==> config.mk <==
export PLATFORM = sky130hd
export DESIGN_NAME = prog_mod_counter
export DESIGN_NICKNAME = d
export VERILOG_FILES = /design/src/rtl/prog_mod_counter.sv
export SDC_FILE = /design/constraint.sdc
export NUM_CORES = 1
export LEC_CHECK = 0
export ABC_AREA = 1
export ABC_CLOCK_PERIOD_IN_PS = 2300
export CAP_MARGIN = 15
export CORE_AREA = 3 3 47 49
export DETAILED_ROUTE_END_ITERATION = 12
export DIE_AREA = 0 0 50 52
export HOLD_SLACK_MARGIN = 0.03
export PLACE_DENSITY = 0.76
export SLEW_MARGIN = 20
export SYNTH_ARGS = -nofsm -noshare
export SYNTH_HDL_FRONTEND = slang
export SYNTH_SLANG_ARGS = --single-unit
==> constraint.sdc <==
create_clock -name clk -period 2.3 [get_ports clk]
set_clock_uncertainty 0.2 [all_clocks]
set_input_delay 0.575 -clock clk [delete_from_list [all_inputs] [get_ports clk]]
set_output_delay 0.575 -clock clk [all_outputs]
set_load 0.005 [all_outputs]
==> src/rtl/prog_mod_counter.sv <==
// ---------------------------------------------------------------------------
// prog_mod_counter
//   Programmable-modulus binary counter for use as a generic timing/sequence
//   counter. It has a run-time limit register, up/down counting, a parallel
//   load, and three terminal behaviours: wrap, saturate and one-shot.
//
// Parameters
//   WIDTH     width of count / load_val / limit
//   MAX       reset value of the limit register (0 .. 2^WIDTH-1)
//
// Ports
//   clk       rising-edge clock
//   rst       synchronous active-high reset
//   en        count enable, one step per cycle
//   up        1 = increment toward limit, 0 = decrement toward 0
//   mode      00 wrap, 01 saturate, 10 one-shot, 11 wrap
//   load      parallel load strobe (clamped to the effective limit)
//   load_val  value to load
//   cfg_we    limit register write strobe
//   limit     new limit value
//   count     registered count
//   tc        combinational: count is at the terminal value for current `up`
//   done      registered one-cycle pulse: an enabled step landed on terminal
//   running   1 in RUN, 0 in HALT (one-shot finished)
// ---------------------------------------------------------------------------
module prog_mod_counter #(
  parameter int WIDTH = 3,
  parameter int MAX   = 6
) (
  input  logic             clk,
  input  logic             rst,
  input  logic             en,
  input  logic             up,
  input  logic [1:0]       mode,
  input  logic             load,
  input  logic [WIDTH-1:0] load_val,
  input  logic             cfg_we,
  input  logic [WIDTH-1:0] limit,
  output logic [WIDTH-1:0] count,
  output logic             tc,
  output logic             done,
  output logic             running
);

  localparam logic [0:0] ST_RUN  = 1'b0;
  localparam logic [0:0] ST_HALT = 1'b1;

  localparam logic [1:0] MODE_SAT     = 2'b01;
  localparam logic [1:0] MODE_ONESHOT = 2'b10;

  localparam logic [WIDTH-1:0] ZERO  = '0;
  localparam logic [WIDTH-1:0] ONE   = WIDTH'(1);
  localparam logic [WIDTH-1:0] MAX_V = WIDTH'(MAX);

  logic [WIDTH-1:0] count_q, count_d;
  logic [WIDTH-1:0] limit_q, limit_d;
  logic             done_q,  done_d;
  logic [0:0]       state_q, state_d;

  logic             is_wrap;
  logic             is_oneshot;
  logic [WIDTH-1:0] lim_eff;
  logic [WIDTH-1:0] load_clamped;
  logic [WIDTH-1:0] cnt_inc;
  logic [WIDTH-1:0] cnt_dec;
  logic [WIDTH-1:0] step_cnt;
  logic             step_land;

  // Mode 11 is an alias of wrap, so decode wrap as "neither saturate nor
  // one-shot".
  assign is_wrap    = (mode != MODE_SAT) && (mode != MODE_ONESHOT);
  assign is_oneshot = (mode == MODE_ONESHOT);

  // A load in the same cycle as a limit write clamps against the new limit.
  assign lim_eff      = cfg_we ? limit : limit_q;
  assign load_clamped = (load_val > lim_eff) ? lim_eff : load_val;

  assign cnt_inc = count_q + ONE;
  assign cnt_dec = count_q - ONE;

  // Next count for an enabled step, and whether that step lands on the
  // terminal value from a different value.
  always_comb begin
    step_cnt  = count_q;
    step_land = 1'b0;
    if (count_q > limit_q) begin
      // Limit was lowered below the count: snap down to the limit. This is
      // a terminal landing only when counting up (terminal = limit).
      step_cnt  = limit_q;
      step_land = up;
    end else if (up) begin
      if (count_q != limit_q) begin
        step_cnt  = cnt_inc;
        step_land = (cnt_inc == limit_q);
      end else if (is_wrap) begin
        // With limit 0 the wrap target is the terminal itself, so every
        // enabled step counts as a landing.
        step_cnt  = ZERO;
        step_land = (limit_q == ZERO);
      end
    end else begin
      if (count_q != ZERO) begin
        step_cnt  = cnt_dec;
        step_land = (cnt_dec == ZERO);
      end else if (is_wrap) begin
        step_cnt  = limit_q;
        step_land = (limit_q == ZERO);
      end
    end
  end

  // Priority: load over enabled step. The limit write is independent.
  always_comb begin
    count_d = count_q;
    limit_d = limit_q;
    state_d = state_q;
    done_d  = 1'b0;
    if (cfg_we) limit_d = limit;
    if (load) begin
      count_d = load_clamped;
      state_d = ST_RUN;
    end else if (en && (state_q == ST_RUN)) begin
      count_d = step_cnt;
      done_d  = step_land;
      if (step_land && is_oneshot) state_d = ST_HALT;
    end
  end

  always_ff @(posedge clk) begin
    if (rst) begin
      count_q <= ZERO;
      limit_q <= MAX_V;
      done_q  <= 1'b0;
      state_q <= ST_RUN;
    end else begin
      count_q <= count_d;
      limit_q <= limit_d;
      done_q  <= done_d;
      state_q <= state_d;
    end
  end

  assign count   = count_q;
  assign done    = done_q;
  assign running = (state_q == ST_RUN);
  // Terminal tracks the live `up` input so a direction change re-decodes
  // immediately.
  assign tc      = (count_q == (up ? limit_q : ZERO));

endmodule

==> results by stage <==
Final layout:
- Compared with the post-synthesis result, the final layout area differs by 35.95%.
- In the final layout, the share of cells above drive strength 1 is 16.67%.
- After the last flow step, the layout net total stands at 207.
- The antenna cell count is 0.
- Cells fill roughly two thirds of the core in the end.

CTS:
- In this run the number of H-tree levels came out at 1.
- TritonCTS created 3 clock buffers.
- The CTS tree is yes.
- Counting along the longest clock path gives a buffer depth of 2.
- For this design, the CTS-stage hold fixing added 0 buffers.
- The clock-pin slew of the registers on the worst-case setup and hold paths is about 60 ps.
- CTS saw 8 sinks.
- The later pin in the worst-skew pair is clocked with a latency of about 260 ps.
- The clock root buffer master is sky130_fd_sc_hd__clkbuf_4.

Drt:
- Dividing the detail-routed wire length by the instance count gives 11.63 um.
- Once detail routing completed, the nets flagged for antenna violations numbered 0.
- The total via count after detailed routing is 1065.
- The remaining routing DRC violations is 0.
- The total detailed-routing wirelength is 2407 um.
- The number of detailed-routing iterations run before antenna repair is 4.
- Using the TritonRoute via totals, the vias-per-cell ratio works out to 5.145.
- The violation count after the first detailed-route iteration is 39.

Power:
- The internal power of the cells totals 0.3716 mW.
- Per report_power, the sequential group accounts for 26.1% of the total.
- In this run the power spent charging and discharging nets is approximately 0.26 mW.
- Of the total power, the share spent switching nets is approximately two fifths.
- The leakage component of the power is between 0.6 and 0.7 nW.
- The power per standard cell area is 514.7 mW/mm^2.
- Of the total power, combinational logic draws between 50% and 60%.
- In this run, the clock network consumes a little under a fifth of the power.
- IR analysis of the VDD net gives a maximum drop of approximately 0.38 mV.

Die:
- The chip width is 50 um.
- The floorplan has 16 rows.
- The chip height is 52 um.
- The initial utilization of the core area, before any placement, comes to 47.76%.
- The floorplan step defined a die boundary enclosing between 0.002 and 0.003 sq mm.
- The area of the placeable core is between 0.0015 and 0.002 sq mm.
- The boundary pin count is 20.

Critical path:
- At the worst endpoint, the arrival time is 2180 ps.
- Counting cells, the worst reg-to-reg path comes to 11.
- The end of the worst register-to-register path is count[0]$_SDFFE_PP0P_.
- The kind of capture point of the worst setup path is a register.
- The startpoint of the worst register-to-register path is limit_q[2]$_SDFF_PP1_.
- In this run the worst path has a maximum fanout of 4.
- The worst setup path is launched from an input port.
- The critical path start-end classification is in -> reg.
- The worst register-to-register path has a setup slack of 200 ps.
- The required time at the worst-slack endpoint is approximately 2300 ps.

Timing:
- Based on the critical path, the design can be clocked at up to 0.4497 GHz.
- At the pin with the least slew margin, the transition time is 264.8 ps.
- The final-report max-slew violation count is 0.
- The period utilization is 96.67%.
- The count of final hold-check violations is 0.
- The worst pin sits at a relative slew slack of 82.21%.
- The minimum clock period is 2223 ps.
- Setup total negative slack on the finished layout was measured at 0 ps.
- The number of setup violations in the final report is 0.

Worst hold path:
- The terminating pin of the worst hold path is state_q$_SDFFE_PP0P_.
- The path class of the tightest hold or removal check is reg -> reg.
- In this run the most critical hold path is launched from state_q$_SDFFE_PP0P_.
- The worst hold path passes through 2 cells.

Status:
- The flow ran to the end, and the final reports show no timing, DRC or antenna violations.

Placement:
- The final estimated routing congestion in global placement is 0.9565.
- The post-DP HPWL is 1960 um.
- The number of port buffers is 19.

Synth:
- The average footprint of a synthesized cell is 6.138 sq um.
- The number of nets handed over by synthesis was around 170.
- The mapped netlist covers a little over 900 sq um.
- The number of synthesized register bits is 8.
- The number of library cell types mapped by synthesis is 25.
- The sequential share of the synthesized area is 17.63%.
- The number of warning messages in the yosys log is 0.
- The synthesized netlist cell count is 148.

Global routing:
- Global routing used 20.13% of the available tracks.
- The maximum number of pins on one net before global-route repair is 8.
- The total grt overflow is 0.
- The initial antenna violation count came to 0.
- The wire length of the first global-routing pass is 4064 um.
- The via count of the first global-routing pass is 970.

Flow run:
- The max-cap violation count is 0.
[synthesized netlist by cell type, drive strengths merged]
| cell type | number | area (sq um) |
|---|---|---|
| inv | 23 | 86.33 |
| ha | 11 | 137.6 |
| a31oi | 1 | 6.260 |
| dfxtp | 8 | 160.2 |
| clkinv | 1 | 3.750 |
| and3 | 1 | 6.260 |
| a211oi | 1 | 7.510 |
| buf | 1 | 11.26 |
| nand2 | 48 | 205.2 |
| nor2 | 12 | 45.04 |
| o21ai | 3 | 18.76 |
| nand4 | 3 | 18.77 |
| xor2 | 2 | 17.52 |
| a21oi | 6 | 37.54 |
| nor3 | 1 | 5.000 |
| xnor2 | 1 | 8.760 |
| o21a | 1 | 7.510 |
| nand3 | 24 | 125.1 |
[metal layers]
layer | up-vias | GRT usage [%] | share of wire [%]
met2 | 43 | 36.09 | 50
met4 | 0 | 5.991 | 2.1
li1 | 541 | - | -
met5 | - | 0 | 0
met1 | 475 | 24.13 | 42
met3 | 6 | 3.725 | 6.2
[registers in the layout, summed over array words and instances (netlist names)]
signal / count
count: 3
limit_q: 3
done: 1
state_q: 1
[power groups by stage]
stage	Sequential (mW)	Clock, mW	Combinational [mW]
6_report	0.166	0.116	0.354
2_1_floorplan	0.169	0	0.222
4_1_cts	0.166	0.117	0.346
3_5_place_dp	0.169	0	0.347
5_1_grt	0.168	0.122	0.401
3_3_place_gp	0.168	0	0.336
[layout by cell type, fill, tap and decap left out]
cell type,netlist,final
sky130_fd_sc_hd__a21oi_2,2,3
sky130_fd_sc_hd__and3_1,1,1
sky130_fd_sc_hd__nand2_4,2,2
sky130_fd_sc_hd__a21oi_1,4,3
sky130_fd_sc_hd__o21a_1,1,1
sky130_fd_sc_hd__clkdlybuf4s50_1,0,16
sky130_fd_sc_hd__nand4_1,3,3
sky130_fd_sc_hd__dfxtp_1,8,8
sky130_fd_sc_hd__ha_4,0,1
sky130_fd_sc_hd__nor2_1,12,12
sky130_fd_sc_hd__buf_4,0,11
sky130_fd_sc_hd__o21ai_0,1,1
sky130_fd_sc_hd__clkinv_1,1,1
sky130_fd_sc_hd__inv_1,20,20
sky130_fd_sc_hd__nand2_2,4,4
sky130_fd_sc_hd__clkbuf_2,0,1
sky130_fd_sc_hd__nand3_1,23,23
sky130_fd_sc_hd__nand3_2,1,1
sky130_fd_sc_hd__dlygate4sd2_1,0,2
sky130_fd_sc_hd__a31oi_1,1,1
sky130_fd_sc_hd__o21ai_1,1,1
sky130_fd_sc_hd__a211oi_1,1,1
sky130_fd_sc_hd__xnor2_1,1,1
sky130_fd_sc_hd__xor2_1,2,2
sky130_fd_sc_hd__ha_1,11,10
sky130_fd_sc_hd__inv_2,3,3
sky130_fd_sc_hd__clkbuf_4,0,3
sky130_fd_sc_hd__o21ai_2,1,1
sky130_fd_sc_hd__nor3_1,1,1
sky130_fd_sc_hd__nand2_1,42,42
[cell families (layout without fill, tap and decap cells)]
family                     Yosys count  in the layout  share of synthesized area [%]
adders and majority gates           11             11                          15.15
AOI/OAI and AO/OA                   12             12                          8.541
xor gates and xnor gates             3              3                          2.893
and+or+nand+nor                     89             89                          44.63
DFF                                  8              8                          17.63
buffers and inverters               25             57                          11.16
[worst max-delay path, stage by stage]
cell and delay (ps):
sky130_fd_sc_hd__clkdlybuf4s50_1 470, sky130_fd_sc_hd__a21oi_2 70, sky130_fd_sc_hd__ha_1 290, sky130_fd_sc_hd__nand2_1 70, sky130_fd_sc_hd__o21ai_2 200, sky130_fd_sc_hd__nand2_1 120
sky130_fd_sc_hd__nand2_1 90, sky130_fd_sc_hd__nand3_1 80, sky130_fd_sc_hd__a21oi_1 160, sky130_fd_sc_hd__nor2_1 60
[final cells by class]
class | instances | area (sq um)
multi-input combinational | 115 | 663.1
clock buffer | 3 | 22.52
fill | 179 | 666.9
inverter | 24 | 90.09
timing repair buffer | 30 | 265.3
tap | 27 | 33.78
sequential | 8 | 160.2
[repair_timing]
| item | 4_1_cts | 5_1_grt |
|---|---|---|
| pin swaps | 0 | 2 |
| endpoints found under the setup margin | 4 | 4 |
| endpoints found under the hold margin | 0 | 0 |
| gates resized for setup | 4 | 3 |
| setup buffers | 0 | 1 |
[through the flow]
step | setup slack (ps) | area (sq um) | hold slack [ps] | cells | total power [mW]
2_1_floorplan | 351.4 | 908.4 | 247.1 | 148 | 0.3906
3_3_place_gp | -543.3 | 1196 | 267.8 | 203 | 0.5048
3_5_place_dp | -566.1 | 1196 | 265.4 | 203 | 0.5159
4_1_cts | 11.52 | 1216 | 273.4 | 206 | 0.6283
5_1_grt | -22.95 | 1235 | 294.9 | 207 | 0.6907
6_report | 76.53 | 1235 | 278.1 | 207 | 0.6356
[worst max path at each step]
stage	start	to	slack, ps
2_1_floorplan	cfg_we	count[2]$_SDFFE_PP0P_	350
3_3_place_gp	up	tc	-540
3_5_place_dp	up	tc	-570
4_1_cts	up	tc	10
5_1_grt	limit[1]	count[0]$_SDFFE_PP0P_	-20
6_report	limit[1]	count[0]$_SDFFE_PP0P_	80
(Power assumes the default switching activity.)
